## config.mk

```make
export PLATFORM = sky130hd
export DESIGN_NAME = mem_stage
export DESIGN_NICKNAME = d
export VERILOG_FILES = /design/src/rtl/mem_stage.sv
export SDC_FILE = /design/constraint.sdc
export NUM_CORES = 1
export LEC_CHECK = 0
export BUFFER_PORTS_ARGS = -buffer_cell sky130_fd_sc_hd__buf_2
export CAP_MARGIN = 20
export CORE_MARGIN = 2
export CORE_UTILIZATION = 35
export CTS_BUF_LIST = sky130_fd_sc_hd__clkbuf_4
export DETAILED_ROUTE_END_ITERATION = 8
export PLACE_DENSITY = 0.65
export SYNTH_ARGS = -nofsm -noshare
export SYNTH_HDL_FRONTEND = slang
export SYNTH_SLANG_ARGS = --single-unit
```

## constraint.sdc

```tcl
create_clock -name clk -period 3.1 [get_ports clk]
set_input_delay 0.31 -clock clk [delete_from_list [all_inputs] [get_ports clk]]
set_output_delay 0.31 -clock clk [all_outputs]
set_load 0.03 [all_outputs]
```

## src/rtl/mem_stage.sv

```systemverilog
// mem_stage -- memory-access stage of the 5-stage MIPS pipeline.
//
// Sits between execute and write-back. Latches the execute-to-memory bus,
// extracts load data from the synchronous data SRAM (including LWL/LWR
// byte-strobe merging), and feeds stall/forward information back upstream.
// The SRAM read data is only valid in the first cycle an instruction sits
// here, so it is captured and replayed while write-back applies back-pressure.
//
// Ports:
//   clk, reset          clock; synchronous active-high reset
//   flush               exception/ERET flush from write-back; kills the stage
//   ws_allowin          write-back can accept
//   ms_allowin          this stage can accept
//   es_to_ms_valid/bus  instruction offered by execute (ES_TO_MS_BUS_WD bits)
//   data_sram_rdata     SRAM read data, valid in the instruction's first cycle
//   ms_to_ws_valid/bus  instruction offered to write-back (MS_TO_WS_BUS_WD bits)
//   stall_ms_bus        {5{write enable}}, dest -- for upstream hazard checks
//   forward_ms_bus      {fwd_valid, final_result}
//   ms_exc_eret         stage holds an excepting or ERET instruction
module mem_stage #(
  parameter int ES_TO_MS_BUS_WD = 104,
  parameter int MS_TO_WS_BUS_WD = 94
) (
  input  logic                       clk,
  input  logic                       reset,
  input  logic                       flush,
  input  logic                       ws_allowin,
  output logic                       ms_allowin,
  input  logic                       es_to_ms_valid,
  input  logic [ES_TO_MS_BUS_WD-1:0] es_to_ms_bus,
  input  logic [31:0]                data_sram_rdata,
  output logic                       ms_to_ws_valid,
  output logic [MS_TO_WS_BUS_WD-1:0] ms_to_ws_bus,
  output logic [9:0]                 stall_ms_bus,
  output logic [32:0]                forward_ms_bus,
  output logic                       ms_exc_eret
);

  logic                       ms_valid;
  logic                       ms_ready_go;
  logic                       es_accept;
  logic [ES_TO_MS_BUS_WD-1:0] bus_r;
  logic                       first_cycle;
  logic [31:0]                rdata_hold;
  logic [31:0]                rdata;

  // Decoded fields of the latched execute bus.
  logic        bd;
  logic        exc;
  logic [7:0]  exc_type;
  logic        eret_flush;
  logic        cp0_wen;
  logic        res_from_cp0;
  logic [7:0]  cp0_addr;
  logic        res_from_mem;
  logic [6:0]  inst_load;
  logic        gr_we;
  logic [4:0]  dest;
  logic [31:0] alu_result;
  logic [31:0] pc;

  // The load extension-op field is carried on the bus but not needed here.
  logic        unused_ld_extd_op;

  assign bd           = bus_r[103];
  assign exc          = bus_r[102];
  assign exc_type     = bus_r[101:94];
  assign eret_flush   = bus_r[93];
  assign cp0_wen      = bus_r[92];
  assign res_from_cp0 = bus_r[91];
  assign cp0_addr     = bus_r[90:83];
  assign res_from_mem = bus_r[82];
  assign inst_load    = bus_r[81:75];
  assign gr_we        = bus_r[69];
  assign dest         = bus_r[68:64];
  assign alu_result   = bus_r[63:32];
  assign pc           = bus_r[31:0];
  assign unused_ld_extd_op = ^bus_r[74:70];

  // inst_load one-hot positions.
  logic ld_lw, ld_lb, ld_lbu, ld_lh, ld_lhu, ld_lwl, ld_lwr;
  assign {ld_lw, ld_lb, ld_lbu, ld_lh, ld_lhu, ld_lwl, ld_lwr} = inst_load;

  // ---------------------------------------------------------------- handshake
  assign ms_ready_go    = 1'b1;
  assign ms_allowin     = !ms_valid || (ms_ready_go && ws_allowin);
  assign ms_to_ws_valid = ms_valid && ms_ready_go;
  assign es_accept      = es_to_ms_valid && ms_allowin;

  // NOTE: sequential state uses non-blocking assignments so every register
  // samples the pre-edge value of its inputs, independent of statement order.
  always_ff @(posedge clk) begin
    if (reset || flush) begin
      ms_valid    <= 1'b0;
      first_cycle <= 1'b0;
    end else begin
      if (ms_allowin) ms_valid <= es_to_ms_valid;
      // High only for the cycle right after an accept: the SRAM answer is live.
      first_cycle <= es_accept;
    end
  end

  // NOTE: payload registers carry no reset; ms_valid qualifies everything
  // downstream, so their contents are don't-care while the stage is empty.
  always_ff @(posedge clk) begin
    if (es_accept)   bus_r      <= es_to_ms_bus;
    if (first_cycle) rdata_hold <= data_sram_rdata;
  end

  // Live SRAM data in the first cycle, the captured copy under back-pressure.
  assign rdata = first_cycle ? data_sram_rdata : rdata_hold;

  // ------------------------------------------------------------ load extract
  logic [1:0]  addr_lo;
  logic [31:0] byte_shift;
  logic [7:0]  ld_byte;
  logic [15:0] ld_half;
  logic [31:0] ld_result;
  logic [3:0]  ld_mask;

  assign addr_lo    = alu_result[1:0];
  assign byte_shift = rdata >> {addr_lo, 3'b000};
  assign ld_byte    = byte_shift[7:0];
  assign ld_half    = addr_lo[1] ? rdata[31:16] : rdata[15:0];

  // NOTE: every output of this block gets a default first, so no path
  // through the if/case leaves a value unassigned (no inferred latch).
  always_comb begin
    ld_result = rdata;
    ld_mask   = 4'b1111;
    if (ld_lb) begin
      ld_result = {{24{ld_byte[7]}}, ld_byte};
    end else if (ld_lbu) begin
      ld_result = {24'd0, ld_byte};
    end else if (ld_lh) begin
      ld_result = {{16{ld_half[15]}}, ld_half};
    end else if (ld_lhu) begin
      ld_result = {16'd0, ld_half};
    end else if (ld_lwl) begin
      // Unaligned-left: memory bytes land in the upper register lanes.
      case (addr_lo)
        2'd0:    begin ld_result = rdata << 24; ld_mask = 4'b1000; end
        2'd1:    begin ld_result = rdata << 16; ld_mask = 4'b1100; end
        2'd2:    begin ld_result = rdata << 8;  ld_mask = 4'b1110; end
        default: begin ld_result = rdata;       ld_mask = 4'b1111; end
      endcase
    end else if (ld_lwr) begin
      // Unaligned-right: memory bytes land in the lower register lanes.
      case (addr_lo)
        2'd0:    begin ld_result = rdata;       ld_mask = 4'b1111; end
        2'd1:    begin ld_result = rdata >> 8;  ld_mask = 4'b0111; end
        2'd2:    begin ld_result = rdata >> 16; ld_mask = 4'b0011; end
        default: begin ld_result = rdata >> 24; ld_mask = 4'b0001; end
      endcase
    end else if (ld_lw) begin
      ld_result = rdata;
    end
  end

  // ----------------------------------------------------------------- outputs
  logic [31:0] final_result;
  logic [3:0]  rf_we;
  logic        fwd_valid;
  logic        we_valid;

  assign final_result = res_from_mem ? ld_result : alu_result;
  assign rf_we        = ms_valid
                        ? ({4{gr_we && !exc}} & (res_from_mem ? ld_mask : 4'b1111))
                        : 4'b0000;

  // Partial-word loads (LWL/LWR) and CP0 reads cannot be forwarded from here;
  // upstream stalls on them via stall_ms_bus instead.
  assign fwd_valid = ms_valid && gr_we && !res_from_cp0 && !ld_lwl && !ld_lwr;
  assign we_valid  = ms_valid && gr_we;

  assign ms_to_ws_bus   = {bd, exc, exc_type, eret_flush, cp0_wen, res_from_cp0,
                           cp0_addr, rf_we, dest, final_result, pc};
  assign stall_ms_bus   = {{5{we_valid}}, dest};
  assign forward_ms_bus = {fwd_valid, final_result};
  assign ms_exc_eret    = ms_valid && (exc || eret_flush);

endmodule

```

==> impl_metrics.py <==
metrics = {
    "placement": {
        "io_buffers": 274,
        "hpwl_um": 16800,
        "placed_cells": 1053,
        "gp_congestion": 0.945,
    },
    "setup_path": {
        "crit_chain": "buf_12 -> buf_12 -> mux2i_4 -> inv_2 -> mux4_2 -> a21o_1 -> a21oi_2 -> o22ai_4 -> buf_6",
        "crit_end": "forward_ms_bus[6]",
        "timing.rr.start": "ms_to_ws_valid",
        "slowest_stage": "mux4_2",
        "path_depth": 9,
        "path_delay_family": "multiplexers",
        "crit_start": "first_cycle",
        "slowest_delay_ns": 0.53,
        "r2r_slack_ns": 1.40,
        "end_kind": "output pin",
        "cp.required_ns": 2.79,
        "critPathBufInv": 4,
        "ff2ff_path_depth": 3,
        "arrival_ns": 2.77,
        "worst_setup_path_start_kind": "flip-flop",
        "path_max_fanout": 7,
        "path_class": "reg2out",
        "cpMostUsedCell": "buf_12",
        "worstReg2RegEnd": "bus_r[99]",
    },
    "route": {
        "num_vias": 6084,
        "dr.pass1.iters": 5,
        "via_per_inst": 4.92,
        "drc_errors": 0,
        "wl_per_cell_um": 19.5,
        "drt_wl_total_um": 24100,
        "drt-initial-drc-count": 380,
        "ant_nets": 0,
    },
    "clocking": {
        "cts_buffer_depth": 2,
        "htreeDepth": 4,
        "clockRootBuffer": "clkbuf_4",
        "clkSinkCount": 132,
        "cts_buffers": 17,
        "path_clk_slew_ns": 0.13,
        "clock_latency_ns": 0.56,
        "cts_tree": "yes",
    },
    "timing": {
        "finClkSkew_ns": 0.0293,
        "rsz0062_at_grt": "yes",
        "fmax_mhz": 325,
        "final-hold-violation-count": 0,
        "period_share_pct": 99.4,
        "tightest_slew_ns": 1.14,
        "setup_viol": 0,
        "period_minus_slack_ns": 3.08,
        "drv_slew": 0,
        "max_slew_margin_pct": 24.0,
        "holdWs_ns": 0.0233,
    },
    "power_and_ir_drop": {
        "vdd_drop_max_mv": 0.428,
        "power_switching_mw": 1.87,
        "p_seq_share_pct": 41.3,
        "clockPowerShare_pct": 23.7,
        "power_mw": 5.25,
        "p_int_mw": 3.37,
        "switching_share_pct": 35.7,
        "p_comb_share_pct": 35.0,
        "leakage_nw": 4.38,
        "power_density_nw_per_um2": 503,
    },
    "logic_synthesis": {
        "synth_fp_nets": 759,
        "synth_cell_types": 49,
        "async_reset_ff_share_pct": 0,
        "yosysTopAreaCellShare_pct": 40.9,
        "synth_most_common_cell": "buf_4",
        "syn_avg_cell_area_um2": 11.6,
        "post-synth-top-area-cell": "edfxtp_1",
        "syn_inst": 618,
        "yosysSeqAreaShare_pct": 50.4,
        "syn_area_um2": 7190,
        "yosys-top-cells-count": "104 x buf_4, 98 x edfxtp_1, 45 x a21oi_1",
        "synth_ff_type": "edfxtp_1",
        "synth_edf_count": 98,
        "synth.area.top_cells": "edfxtp_1 41%, buf_4 11%, dfxtp_1 9.5%",
        "yosys_warnings": 0,
        "synth-seq-cells": 132,
    },
    "finish": {
        "nets": 1094,
        "drive_above_1_share_pct": 50.2,
        "postLayoutCoreUtil_pct": 51.7,
        "final_cell_count_no_fill": 1236,
        "area_growth_pct": 45.2,
        "num_antenna_cells": 0,
        "fillers": 1820,
    },
    "floorplanning": {
        "dieArea_um2": 21700,
        "initial_core_util_pct": 35.6,
        "dieWidth_um": 147,
        "rows": 52,
        "fp.dieH_um": 147,
        "core_area_um2": 20200,
        "io_pins": 281,
    },
    "global_route": {
        "antenna_found_initial": 0,
        "grt_pass1_vias": 6228,
        "grt_pass1_wl_um": 36200,
        "grt-ovfl-total": 0,
        "grt_max_degree": 65,
        "gr-usage-all-layers_pct": 21.9,
    },
    "run_status": {
        "status": "finished clean",
    },
    "worst_hold_path": {
        "whs_path_depth": 3,
        "hold_class": "in2reg",
    },
    "job": {
        "drv_cap": 0,
    },
}
worst reg2reg max path: stages (launching register included):
cell	delay [ns]
dfxtp_1	0.36
nand2b_1	0.12
and2_4	0.47
buf_12	0.39
power groups by stage:
stage	clock network [mW]	logic [mW]	registers, mW
2_1_floorplan	0	1.10	2.18
3_3_place_gp	0	1.41	2.20
3_5_place_dp	0	1.42	2.21
4_1_cts	1.27	1.70	2.16
5_1_grt	1.34	1.94	2.19
6_report	1.25	1.84	2.17
area by class of cell:
cell class                      count  area, um2  share of cell area (%)
Sequential cell                   132       3630                    34.8
Multi-Input combinational cell    323       2780                    26.6
Tap cell                          270        338                    3.24
Timing Repair Buffer              453       3290                    31.5
Clock inverter                     14        168                    1.61
Clock buffer                       18        135                    1.30
Inverter                           26        101                   0.971
per-layer routing:
layer / global-route usage, % / vias up / share of wire (%)
li1: - / 2900 / -
met1: 26.9 / 2862 / 40
met2: 36.2 / 283 / 49
met3: 6.74 / 39 / 8.5
met4: 8.17 / 0 / 3.0
met5: 0 / - / 0
timing repair:
| action | 4_1_cts | 5_1_grt |
|---|---|---|
| resized for setup | 69 | 73 |
| hold endpoints to repair | 105 | 0 |
| setup buffers | 29 | 16 |
| hold buffers | 106 | 0 |
| pin swaps | 12 | 19 |
| gates cloned | 3 | 1 |
| setup endpoints to repair | 64 | 64 |
sequential cells by signal, indices dropped and copies added (netlist names):
signal / flops
ms_to_ws_valid: 1
rdata_hold: 32
first_cycle: 1
bus_r: 98
layout by cell type, fill, tap and decap left out, types with 11 or more instances in the layout:
cell             n
buf_4           75
mux2i_1         18
inv_2           14
mux2i_4         15
dfxtp_1         33
o21ai_0         36
inv_1           11
nand2_1         15
edfxtp_1        98
nor2_1          31
mux2_4          14
o22a_1          12
dlygate4sd3_1  106
a21oi_1         36
buf_2          236
buf_6           25
o221ai_1        16
clkbuf_4        20
how the worst min path moves through the flow:
stage	startpoint	endpoint	slack (ns)
floorplan	flush	ms_to_ws_valid	0.38
global placement	rdata_hold[22]	rdata_hold[22]	0.48
detailed placement	rdata_hold[22]	rdata_hold[22]	0.48
CTS	data_sram_rdata[19]	rdata_hold[19]	0.005
global route	data_sram_rdata[28]	rdata_hold[28]	0.004
finish	data_sram_rdata[28]	rdata_hold[28]	0.02
through the flow:
stage | area, um2 | setup TNS, ns | setup WS [ns]
floorplan | 7190 | 0 | 0.367
global placement | 8180 | 0 | 0.298
detailed placement | 8180 | 0 | 0.293
CTS | 10100 | -1.06 | -0.0762
global route | 10400 | -2.48 | -0.0834
finish | 10400 | 0 | 0.0191
logic make-up after synthesis:
logic type             Yosys count  share of synthesized area, %
multiplexers                    58                          12.6
flip-flops                     132                          50.4
AND/OR/NAND/NOR                 74                          4.58
buffers and inverters          164                          14.9
AO/OA/AOI/OAI                  190                          17.5
(Power assumes the default switching activity.)
